==> config.mk <==
export PLATFORM = sky130hd
export DESIGN_NAME = prescaled_updown_counter
export DESIGN_NICKNAME = d
export VERILOG_FILES = /design/src/rtl/prescaled_updown_counter.sv
export SDC_FILE = /design/constraint.sdc
export NUM_CORES = 1
export LEC_CHECK = 0
export CAP_MARGIN = 10
export CORE_MARGIN = 5
export CORE_UTILIZATION = 45
export DETAILED_ROUTE_END_ITERATION = 10
export PLACE_DENSITY = 0.79
export SYNTH_ARGS = -nofsm -noshare
export SYNTH_HDL_FRONTEND = slang
export SYNTH_SLANG_ARGS = --single-unit
export TNS_END_PERCENT = 10
==> constraint.sdc <==
create_clock -name clk -period 2.2 [get_ports clk]
set_input_delay 0.44 -clock clk [delete_from_list [all_inputs] [get_ports clk]]
set_output_delay 0.44 -clock clk [all_outputs]
set_load 0.02 [all_outputs]
==> src/rtl/prescaled_updown_counter.sv <==
// Prescaled up/down counter: wrap/saturate at a programmable limit, with load, compare-match and sticky overflow.
// A step updates count/tc/ovf on the same edge; match is combinational from count. No backpressure: inputs are sampled every cycle.
module prescaled_updown_counter #(
    parameter int WIDTH = 8,
    parameter int PS_W  = 8
) (
    input  logic             clk,
    input  logic             rst,
    input  logic             en,
    input  logic             dir,
    input  logic             sat,
    input  logic [WIDTH-1:0] limit,
    input  logic [PS_W-1:0]  prescale,
    input  logic             load,
    input  logic [WIDTH-1:0] load_val,
    input  logic [WIDTH-1:0] cmp_val,
    input  logic             ovf_clr,
    output logic [WIDTH-1:0] count,
    output logic             tc,
    output logic             match,
    output logic             ovf
);

    logic [WIDTH-1:0] count_q, count_d;
    logic [PS_W-1:0]  pc_q, pc_d;
    logic             tc_q, tc_d;
    logic             ovf_q, ovf_d;
    logic             step;
    logic             boundary;

    // '>=' lets a runtime decrease of prescale fire on the next enabled cycle.
    assign step     = en && (pc_q >= prescale);
    assign boundary = dir ? (count_q >= limit) : (count_q == '0);

    always_comb begin
        count_d = count_q;
        pc_d    = pc_q;
        tc_d    = 1'b0;
        ovf_d   = ovf_q & ~ovf_clr;
        if (load) begin
            count_d = (load_val > limit) ? limit : load_val;
            pc_d    = '0;
        end else if (en) begin
            if (step) begin
                pc_d = '0;
                if (boundary) begin
                    tc_d  = 1'b1;
                    ovf_d = 1'b1;
                    if (dir) count_d = sat ? limit : '0;
                    else     count_d = sat ? '0 : limit;
                end else if (dir) begin
                    count_d = count_q + 1'b1;
                end else begin
                    count_d = count_q - 1'b1;
                end
            end else begin
                pc_d = pc_q + 1'b1;
            end
        end
    end

    always_ff @(posedge clk or posedge rst) begin
        if (rst) begin
            count_q <= '0;
            pc_q    <= '0;
            tc_q    <= 1'b0;
            ovf_q   <= 1'b0;
        end else begin
            count_q <= count_d;
            pc_q    <= pc_d;
            tc_q    <= tc_d;
            ovf_q   <= ovf_d;
        end
    end

    assign count = count_q;
    assign tc    = tc_q;
    assign ovf   = ovf_q;
    assign match = (count_q == cmp_val);

endmodule
==> results.json <==
{
  "run_status": "complete, but fails checks",
  "violations": "setup timing",
  "ys.warnings.count": 0,
  "setup_violations": 6,
  "peakVddDrop_mv": 0.287,
  "ys.flop_type": "dfrtp_1",
  "area_growth_pct": 70.1,
  "syn_area_mm2": 0.00196,
  "cts_sinks": 18,
  "required_ns": 2.36,
  "synth_top_cell_by_area": "dfrtp_1",
  "fin_tns_setup_ns": -0.272,
  "reg2reg_from": "count[3]",
  "cts_tree": "yes",
  "crit_arrival_ns": 2.43,
  "gpl.final_weighted_congestion": 0.829,
  "power_density_mw_per_mm2": 444,
  "syn-num-nets": 297,
  "fmax_mhz": 441,
  "end_kind": "flip-flop",
  "core_mm2": 0.00429,
  "synthCells": 226,
  "cts.hold.buffers_added": 0,
  "h-tree-depth": 1,
  "grt_use_met3_pct": 3.55,
  "clockBufferDepth": 2,
  "grt_pass1_wl_um": 10900,
  "die_h_um": 76.0,
  "synth_simple_gate_area_share_pct": 14.4,
  "layout_setup_ws_ns": -0.0690,
  "rows": 24,
  "synth_fa_ha_area_share_pct": 20.8,
  "hp-class": "in2async",
  "finalNetCount": 412,
  "leakagePower_nw": 1.57,
  "die_w_um": 76.0,
  "syn_avg_cell_area_um2": 8.68,
  "top_usage_layer": "met2",
  "synth_seq_cells": 18,
  "ys_seq_area_share_pct": 23.0,
  "dr.pass1.iters": 5,
  "worstMarginPinSlew_ns": 0.316,
  "crit_path_start": "limit[3]",
  "ant_nets": 0,
  "grt_util_met2_pct": 39.3,
  "cts_made_buffers": 3,
  "drive_above_1_share_pct": 34.7,
  "synthTopCellsByArea": "dfrtp_1 (23%), ha_1 (20%), xnor2_1 (7.1%)",
  "wl_per_cell_um": 18.2,
  "clk_pin_slew_ns": 0.08,
  "n_antenna_cell": 0,
  "antenna_found_initial": 0,
  "initial_utilization_pct": 45.7,
  "rsz0062_at_grt": "true",
  "synth_cell_type_count": 39,
  "drt_iter0_drc": 113,
  "drc": 0,
  "port_buffers": 49,
  "clock_latency_ns": 0.26,
  "worstPathMaxFanout": 8,
  "maxCapViolCount": 0,
  "synth_top_area_share_pct": 23.0,
  "nFillCells": 275,
  "die_area_mm2": 0.00578,
  "layoutNonFillerInstCount": 392,
  "root_buffer": "clkbuf_8",
  "rrSetupSlack_ns": -0.01,
  "startpoint_type": "input port",
  "synth_xor_area_share_pct": 9.82,
  "synth_top_family_by_area": "adder cells",
  "ioPinCount": 50,
  "synth_mux_area_share_pct": 6.95,
  "dp.cells": 380,
  "slew_headroom_pct": 78.8,
  "grt_pass1_vias": 2338,
  "r2r_end": "count[7]",
  "power_mw": 1.48,
  "routed_wl_um": 7150,
  "finalCritPeriodShare_pct": 103,
  "timing.hold.ws_ns": 0.498,
  "grt_max_degree": 19,
  "synth_edf_count": 0,
  "min_period_ns": 2.27,
  "grtUsageMet1_pct": 27.1,
  "synth_commonest_cells": "ha_1 (31), inv_1 (22), dfrtp_1 (18)",
  "drv_slew": 0,
  "overflow": 0,
  "finalClockSkew_ns": 0.00748,
  "synth_compound_area_share_pct": 19.3,
  "dp_hpwl_um": 4810,
  "vias": 2250,
  "synth.most_common_cell": "ha_1",
  "via_per_inst": 5.74,
  "hold_violations": 0,
  "crit_type": "in2reg",
  "grtUsageTotal_pct": 22.4,
  "synthArstFlopShare_pct": 100,
  "reg2reg_depth": 7
}
cell type report:
class / count / area [um^2] / share of cell area, %
multi-input cells: 179 / 1650 / 49.3
well taps: 52 / 65.1 / 1.95
clock buffers: 4 / 45.0 / 1.35
repair buffers: 116 / 1030 / 31.0
inverters: 23 / 88.8 / 2.66
flip-flops and latches: 18 / 457 / 13.7
what timing repair did:
action / in CTS / in global routing
pin swaps: 16 / 21
gates resized for setup: 33 / 28
buffers inserted: 5 / 3
endpoints found under the hold margin: 0 / 0
endpoints found under the setup margin: 17 / 16
critical path, stage by stage:
cell and delay (ns):
clkdlybuf4s50_1 0.50, inv_1 0.07, ha_1 0.19, and2_1 0.16, o21ai_2 0.13, o21a_1 0.22, a21o_4 0.21, mux2_4 0.31
o221ai_1 0.19
cells in the final DEF (no fill, tap or decap), types with 3 or more instances in the layout:
cell type and count:
buf_4 59, clkdlybuf4s50_1 38, ha_1 22, inv_1 18, xnor2_1 16, nor2_1 15, nand2_1 15, dfrtp_1 13
nand3_1 10, a21oi_1 8, ha_4 8, mux2i_1 7, dlygate4sd2_1 7, a21o_1 6, xor2_1 6, nand4_1 6
buf_6 6, dfrtp_2 5, a211oi_2 4, inv_2 4, and3_1 3, a21oi_2 3, mux2_1 3, o221ai_2 3
o221ai_1 3, clkbuf_8 3, dlymetal6s2s_1 3
report_power, final:
part           leakage, nW  internal (mW)  switching [mW]
registers            0.229          0.356          0.0265
logic                 1.32          0.456           0.397
clock network       0.0228          0.129           0.118
flip-flops by register name, summed over array words and instances (netlist names):
signal  flops
ovf         1
tc          1
count       8
pc_q        8
logic make-up (layout without fill, tap and decap cells):
kind of cell / after synthesis / after routing
simple gates: 60 / 60
compound gates: 52 / 52
fa+ha+maj: 32 / 32
buf+inv: 29 / 143
xor+xnor: 22 / 22
flops: 18 / 18
mux: 13 / 13
stage by stage:
step	setup WS [ns]	instance area, um^2	utilization (%)
after detailed placement	-0.656	2980	69.4
after CTS	-0.0754	3190	74.2
after global placement	-0.581	2980	69.4
after global routing	-0.134	3340	77.7
after floorplan	-0.0181	2000	-
final	-0.0690	3340	77.7
layer usage:
| layer | wire length [um] | share of wire [%] |
|---|---|---|
| met1 | 2920 | 41 |
| met2 | 3520 | 49 |
| met3 | 448 | 6.3 |
| met4 | 265 | 3.7 |
| met5 | 0 | 0 |
worst max path at each step:
stage                           to
after global routing      count[7]
after floorplan           count[2]
after CTS                 count[5]
after global placement    count[7]
final                     count[3]
after detailed placement  count[7]
Power figures use the tool's default switching activity.
